===== config.mk =====
export PLATFORM = sky130hd
export DESIGN_NAME = smoothing_filter
export DESIGN_NICKNAME = d
export VERILOG_FILES = /design/src/rtl/smoothing_filter.sv
export SDC_FILE = /design/constraint.sdc
export NUM_CORES = 1
export LEC_CHECK = 0
export CORE_MARGIN = 1
export CORE_UTILIZATION = 40
export DETAILED_ROUTE_END_ITERATION = 8
export PLACE_DENSITY = 0.54
export SLEW_MARGIN = 5
export SYNTH_ARGS = -nofsm -noshare
export SYNTH_HDL_FRONTEND = slang
export SYNTH_SLANG_ARGS = --single-unit

===== constraint.sdc =====
create_clock -name clk -period 4.6 [get_ports clk]
set_input_delay 0.46 -clock clk [delete_from_list [all_inputs] [get_ports clk]]
set_output_delay 0.46 -clock clk [all_outputs]
set_load 0.01 [all_outputs]

===== src/rtl/smoothing_filter.sv =====
// smoothing_filter: per-axis moving average over the last 2**DEPTH_LOG2
// accelerometer samples. A circular history buffer feeds a running sum
// (stage 1); the registered average and its one-cycle strobe follow on the
// next edge (stage 2). Empty history slots read as zero, so during warm-up
// the output is sum/N rather than sum/count.
module smoothing_filter #(
  parameter int DEPTH_LOG2 = 3,
  parameter int DATA_W     = 16
) (
  input  logic                     clk,
  input  logic                     reset_n,
  input  logic                     clear,
  input  logic                     sample_valid,
  input  logic signed [DATA_W-1:0] sample_x,
  input  logic signed [DATA_W-1:0] sample_y,
  output logic signed [DATA_W-1:0] smoothing_filter_out_x,
  output logic signed [DATA_W-1:0] smoothing_filter_out_y,
  output logic                     out_valid,
  output logic                     window_full
);

  localparam int N      = 1 << DEPTH_LOG2;
  localparam int SUM_W  = DATA_W + DEPTH_LOG2;
  localparam int FILL_W = DEPTH_LOG2 + 1;
  localparam logic [FILL_W-1:0] FILL_N = FILL_W'(N);

  // Floor division by N: arithmetic shift rounds toward -inf. The quotient
  // always fits in DATA_W because the sum is bounded by N*min..N*max.
  function automatic logic signed [DATA_W-1:0] avg_floor(input logic signed [SUM_W-1:0] s);
    return DATA_W'(s >>> DEPTH_LOG2);
  endfunction

  logic signed [DATA_W-1:0] hist_x_q [N];
  logic signed [DATA_W-1:0] hist_y_q [N];
  logic signed [SUM_W-1:0]  sum_x_q, sum_x_d;
  logic signed [SUM_W-1:0]  sum_y_q, sum_y_d;
  logic [DEPTH_LOG2-1:0]    wr_ptr_q, wr_ptr_d;
  logic [FILL_W-1:0]        fill_q, fill_d;
  logic                     vld_p1_q;
  logic                     clr_p1_q;

  logic signed [DATA_W-1:0] out_x_p2_q;
  logic signed [DATA_W-1:0] out_y_p2_q;
  logic                     vld_p2_q;
  logic                     full_q;

  // Next running sums: add the new sample, retire the entry it overwrites.
  always_comb begin
    sum_x_d  = sum_x_q + SUM_W'(sample_x) - SUM_W'(hist_x_q[wr_ptr_q]);
    sum_y_d  = sum_y_q + SUM_W'(sample_y) - SUM_W'(hist_y_q[wr_ptr_q]);
    wr_ptr_d = wr_ptr_q + DEPTH_LOG2'(1);
    fill_d   = (fill_q == FILL_N) ? fill_q : fill_q + FILL_W'(1);
  end

  // ---- stage 1: history write, running sums, pointer and fill count ----
  always_ff @(posedge clk or negedge reset_n) begin
    if (!reset_n) begin
      for (int i = 0; i < N; i++) begin
        hist_x_q[i] <= '0;
        hist_y_q[i] <= '0;
      end
      sum_x_q  <= '0;
      sum_y_q  <= '0;
      wr_ptr_q <= '0;
      fill_q   <= '0;
      vld_p1_q <= 1'b0;
      clr_p1_q <= 1'b0;
    end else if (clear) begin
      for (int i = 0; i < N; i++) begin
        hist_x_q[i] <= '0;
        hist_y_q[i] <= '0;
      end
      sum_x_q  <= '0;
      sum_y_q  <= '0;
      wr_ptr_q <= '0;
      fill_q   <= '0;
      vld_p1_q <= 1'b0;
      clr_p1_q <= 1'b1;
    end else begin
      vld_p1_q <= sample_valid;
      clr_p1_q <= 1'b0;
      if (sample_valid) begin
        hist_x_q[wr_ptr_q] <= sample_x;
        hist_y_q[wr_ptr_q] <= sample_y;
        sum_x_q            <= sum_x_d;
        sum_y_q            <= sum_y_d;
        wr_ptr_q           <= wr_ptr_d;
        fill_q             <= fill_d;
      end
    end
  end

  // ---- stage 2: registered averages, strobe and window-full flag ----
  always_ff @(posedge clk or negedge reset_n) begin
    if (!reset_n) begin
      out_x_p2_q <= '0;
      out_y_p2_q <= '0;
      vld_p2_q   <= 1'b0;
      full_q     <= 1'b0;
    end else begin
      vld_p2_q <= vld_p1_q;
      if (clr_p1_q) begin
        out_x_p2_q <= '0;
        out_y_p2_q <= '0;
      end else if (vld_p1_q) begin
        out_x_p2_q <= avg_floor(sum_x_q);
        out_y_p2_q <= avg_floor(sum_y_q);
      end
      // A clear on this edge beats the flag rising for an in-flight sample.
      if (clear) begin
        full_q <= 1'b0;
      end else if (vld_p1_q && (fill_q == FILL_N)) begin
        full_q <= 1'b1;
      end
    end
  end

  assign smoothing_filter_out_x = out_x_p2_q;
  assign smoothing_filter_out_y = out_y_p2_q;
  assign out_valid              = vld_p2_q;
  assign window_full            = full_q;

endmodule

Word-level counts from Yosys, hierarchy flattened --
Index checks and enable logic that the tools add are counted.
Word-level totals: bits in registers 337, input bits 36, output and inout bits 34
Operators by class: add/sub/neg operators 6, order comparisons 2, equality and inequality tests 2, mux-type cells 31, bitwise gates (word level) 1, reduce and logical (&&, ||, !) cells 6
Operators by type and width (number):
- two-way mux 128 bit | 4
- bitwise mux 128 bit | 2
- two-way mux 16 bit | 9
- binary-select mux 16 bit (select 3 bit) | 2
- two-way mux 19 bit | 4
- demux 16 bit (select 3 bit) | 1
- adder 19 x 16 -> 19 bit | 2
- subtractor 19 x 16 -> 19 bit | 2
- two-way mux 4 bit | 3
- two-way mux 3 bit | 2
- nonzero test 2 bit | 3
- adder 4 x 1 -> 4 bit, second input constant | 1
- equality test 4 bit, second input constant | 1
- greater-or-equal comparator 4 bit, second input constant | 1
- < comparator 4 x 1 -> 1 bit, second input constant | 1
- two-way mux 1 bit | 4
- NOT 3 -> 4 bit | 1
- adder 3 x 1 -> 3 bit, second input constant | 1
- logical AND 1 bit | 2
- != test 2 bit, second input constant | 1
- AND reduction 2 bit | 1

Depth between registers and ports, before layout --
word-level depth 8, depth in mapped cells 17

Worst setup path after synthesis --
OpenSTA, ideal clock, no wires.
kind register -> register, start point register wr_ptr_q[0], end point register sum_y_q[18], setup time 0.128 ns, data arrival time 3.625 ns, required time 4.472 ns, slack 0.848 ns, stages on the path, launching flop included 18, buffers on the path 3, cells stage by stage dfrtp_1 buf_2 and3b_1 clkbuf_1 clkbuf_1 a22oi_1 nand4_1 ha_1 inv_1 ha_1 fa_1 a21o_1 a221oi_2 o21ai_2 a211oi_2 nor2_1 mux2i_1 mux2_1
Between the ends: cells in the longest elaborated chain, start to end 7
Ends and longest elaborated chain:
- start, declared | line 37 | logic [DEPTH_LOG2-1:0] wr_ptr_q, wr_ptr_d;
- start signal, assigned | line 87 | wr_ptr_q <= wr_ptr_d;
- NOT 3 -> 4 bit (not written as such) | line 50 | sum_y_d = sum_y_q + SUM_W'(sample_y) - SUM_W'(hist_y_q[wr_ptr_q]);
- binary-select mux 16 bit (select 3 bit) | line 50
- two-way mux 16 bit (not written as such) (2 in series) | line 50
- subtractor 19 x 16 -> 19 bit | line 50
- two-way mux 19 bit | line 82 | if (sample_valid) begin
- two-way mux 19 bit | line 68 | end else if (clear) begin
- end signal, assigned | line 86 | sum_y_q <= sum_y_d;
- end, declared | line 36 | logic signed [SUM_W-1:0] sum_y_q, sum_y_d;
Every way passes these cells. The select of a mux whose other input is x is not followed. A chain may end at the register's enable or synchronous reset.

Final worst setup path --
start point register wr_ptr_q[0], end point register sum_x_q[18]
Between the ends: cells in the longest elaborated chain, start to end 7
Ends and longest elaborated chain:
- NOT 3 -> 4 bit (not written as such) | line 49 | sum_x_d = sum_x_q + SUM_W'(sample_x) - SUM_W'(hist_x_q[wr_ptr_q]);
- binary-select mux 16 bit (select 3 bit) | line 49
- two-way mux 16 bit (not written as such) (2 in series) | line 49
- subtractor 19 x 16 -> 19 bit | line 49
- two-way mux 19 bit | line 82
- two-way mux 19 bit | line 68
- end signal, assigned | line 85 | sum_x_q <= sum_x_d;
- end, declared | line 35 | logic signed [SUM_W-1:0] sum_x_q, sum_x_d;
Every way passes these cells. The select of a mux whose other input is x is not followed.

==> results.tsv <==
metric	value	unit
Vias/cell	5.51	
Setup crit end kind	flop	
Avg Cell Area, Syn	8.68	µm²
Synth async-reset ratio	1.00	
Tot Pwr	9.71	mW
CTS tree	done	
largest family of logic cells by synthesized area	simple AND/OR/NAND/NOR gates	
Initial Util	0.407	
Sinks on Clock Net	337	
crit-path leading delay family	compound AO/OA/AOI/OAI gates	
clock root buffer	clkbuf_16	
worst hold slack	0.435	ns
initial drt markers	1361	
chip height	212	µm
DRT Pass-1 Iters	7	
vias in the first global route	14400	
Finished Layout Cells	2656	
CP Class	flop to flop	
Finished Core Util	0.471	
placed cells	2584	
Synth area leaders	dfrtp_1, nand2_1, a21oi_1	
GPL Wtd Cong	0.852	
first-pass GRT wire length	86.9	mm
Slew @ Worst Pin	1.08	ns
post-synthesis sequential area ratio	0.477	
Max Clock Freq	232	MHz
Adder-Cell Fraction of Synth Area	0.0713	
most area-hungry cell type in the Yosys netlist	dfrtp_1	
Layout area overhead	15.6	%
Clock transition at path regs	0.06	ns
H-tree depth	2	
Post-Syn Instances	2034	
total negative slack	0	ns
Final min period	4.30	ns
Detail Route Antenna Nets	0	
slowest library cell on the worst path	dfrtp_1	
Post-Syn Area	17700	µm²
CP Launch Point	wr_ptr_q[0]$_DFFE_PN0P_	
crit path cell chain	nor3b_4 -> buf_4 -> a22oi_1 -> nand4_1 -> fa_1 -> inv_1 -> fa_1 -> a21oi_1 -> nand4b_1 -> a21oi_1 -> nor2_2 -> a221o_1 -> o211ai_1 -> mux2_1	
Slew Limit Fails	0	
vias	14600	
ratio of total power to cell area	476	nW/µm²
I/O pin count	70	
clock buffer depth	3	
total gr overflow	0	
largest net degree at the start of global routing	132	
routed wire length	55.1	mm
Synth Warn #	0	
reg2reg start	wr_ptr_q[0]$_DFFE_PN0P_	
Register Area	8430	µm²
final layout net count	2156	
CP Max Fanout	17	
period utilization	0.936	
area of the multi-input gates	8060	µm²
Post-CTS Setup Bufs	0	
leakage	8.96	nW
Synthesized Nets	2149	
Startpoint Class	flop	
Die X	212	µm
CP Data Required Time	5.05	ns
maxcap violations	0	
Cell Area, Placed	19000	µm²
cell row count	76	
initial antenna violation count	0	
Buffers on Ports	69	
TritonCTS Buffers	39	
Buf+Inv Stages, Crit Path	2	
library cells used by synthesis	60	
core region area	43400	µm²
total track usage	0.253	
Post-CTS Resized	0	
Main synth FF type	dfrtp_1	
fraction of layout cells with a size suffix above 1	0.0695	
post-DR wirelength/cell	20.7	µm
status	finished, final reports clean	
share of the synthesized area in the top cell type	0.477	
RSZ-0062 raised after global routing	false	
Min-Delay Path Class	primary input to async pin	
final hold vios	0	
Slowest Stage Delay on Critical Path	0.70	ns
Worst VDD drop	0.000220	V
Finish-stage setup viols	0	
#FFs+latches synth	337	
clk_lat worst skew	0.57	ns
Worst Path Arrival	4.76	ns
complex-gate fraction of the synthesized area	0.168	
Slew Limit Headroom	0.282	
post-layout instance area	20400	µm²
pre-CTS WS	0.332	ns
DP HPWL	35.1	mm
Post-CTS Hold Fix Bufs	1	
post-synthesis xor/xnor area fraction	0.0149	
number of synthesized flops with an enable pin	0	
clk_skew	0.0226	ns
multiplexer share of the synthesized area	0.0302	
n_diodes	0	
Synth Area in Simple Gates	0.170	
# DRC	0	
Fillers	4213	
final setup margin	0.296	ns
die area	45000	µm²
placed cells by master (no fill, tap or decap), types with 5 or more instances in the layout:
master / count
nand2_1: 556
dfrtp_1: 336
a21oi_1: 298
inv_1: 145
a22oi_1: 128
nor2_1: 81
clkdlybuf4s50_1: 66
buf_4: 54
mux2i_1: 51
ha_1: 43
clkbuf_16: 40
nand4_1: 36
fa_1: 36
xnor2_1: 22
a21o_1: 19
clkbuf_8: 11
and2_1: 10
nand3_1: 8
xor2_1: 8
buf_12: 8
o21ai_0: 7
clkbuf_1: 7
and3_1: 6
nor2b_1: 6
a211oi_1: 6
and4_1: 5
o21ai_1: 5
bufinv_16: 5
clkinv_2: 5
worst register-to-register path, delay by kind of cell, from the launching register on:
kind                     cells  cell delay, ns
AO/OA/AOI/OAI                5            1.02
AND/OR/NAND/NOR              4            0.98
flip-flops                   1            0.70
adder cells (fa/ha/maj)      2            0.67
buffers and inverters        2            0.47
multiplexers                 1            0.35
cell usage after synthesis, types with 4 or more instances:
cell	count
a211o_1	4
a211oi_1	6
a21o_1	19
a21oi_1	298
a22oi_1	128
and2_0	5
and2_1	5
and3_1	6
and4_1	5
buf_1	8
buf_2	25
clkbuf_1	131
dfrtp_1	337
fa_1	36
ha_1	43
inv_1	145
mux2i_1	51
nand2_1	556
nand3_1	8
nand4_1	36
nor2_1	82
nor2b_1	6
o21ai_0	7
o21ai_1	5
xnor2_1	22
xor2_1	8
sequential cells by signal, summed over array words and instances (netlist names):
| name | count |
|---|---|
| clr_p1_q | 1 |
| fill_q | 4 |
| hist_x_q | 128 |
| hist_y_q | 128 |
| out_valid | 1 |
| smoothing_filter_out_x | 16 |
| smoothing_filter_out_y | 16 |
| sum_x_q | 19 |
| sum_y_q | 19 |
| vld_p1_q | 1 |
| window_full | 1 |
| wr_ptr_q | 3 |
logic make-up after synthesis:
logic type      count (synthesis)
simple gates                  729
buf+inv                       312
xor+xnor                       30
mux                            53
flops                         337
compound gates                494
fa+ha+maj                      79
path summary, 6_finish.rpt:
| check | endpoint | slack, ns | cells after the start |
|---|---|---|---|
| setup reg to reg | sum_x_q[18]$_DFFE_PN0P_ | 0.30 | 14 |
| setup / recovery | sum_x_q[18]$_DFFE_PN0P_ | 0.30 | 14 |
| hold / removal | smoothing_filter_out_y[1]$_DFFE_PN0P_ | 0.44 | 2 |
| hold reg to reg | window_full$_DFFE_PN0P_ | 0.51 | 2 |
| min in group clk | window_full$_DFFE_PN0P_ | 0.51 | 2 |
| max in group asynchronous | hist_x_q[69]$_DFFE_PN0P_ | 2.99 | 3 |
area by class of cell:
| class | instances | area share |
|---|---|---|
| Sequential cell | 337 | 0.413 |
| Multi-Input combinational cell | 1385 | 0.395 |
| Timing Repair Buffer | 132 | 0.0622 |
| Clock buffer | 57 | 0.0570 |
| Tap cell | 585 | 0.0358 |
| Inverter | 146 | 0.0268 |
| Clock inverter | 14 | 0.0106 |
power by group:
group | total (mW) | switching [mW] | leakage (nW) | internal [mW]
logic | 3.02 | 1.80 | 3.64 | 1.22
registers | 3.35 | 0.190 | 4.64 | 3.16
clock network | 3.34 | 1.30 | 0.679 | 2.04
routing by layer:
layer,wire length (µm),up-vias,part of all wire,track usage
met5,0,-,0,0
met4,1080,0,0.020,0.0647
met3,3200,85,0.058,0.0355
met2,25000,487,0.45,0.393
met1,25900,7299,0.47,0.370
li1,-,6769,-,-
(Power assumes the default switching activity.)
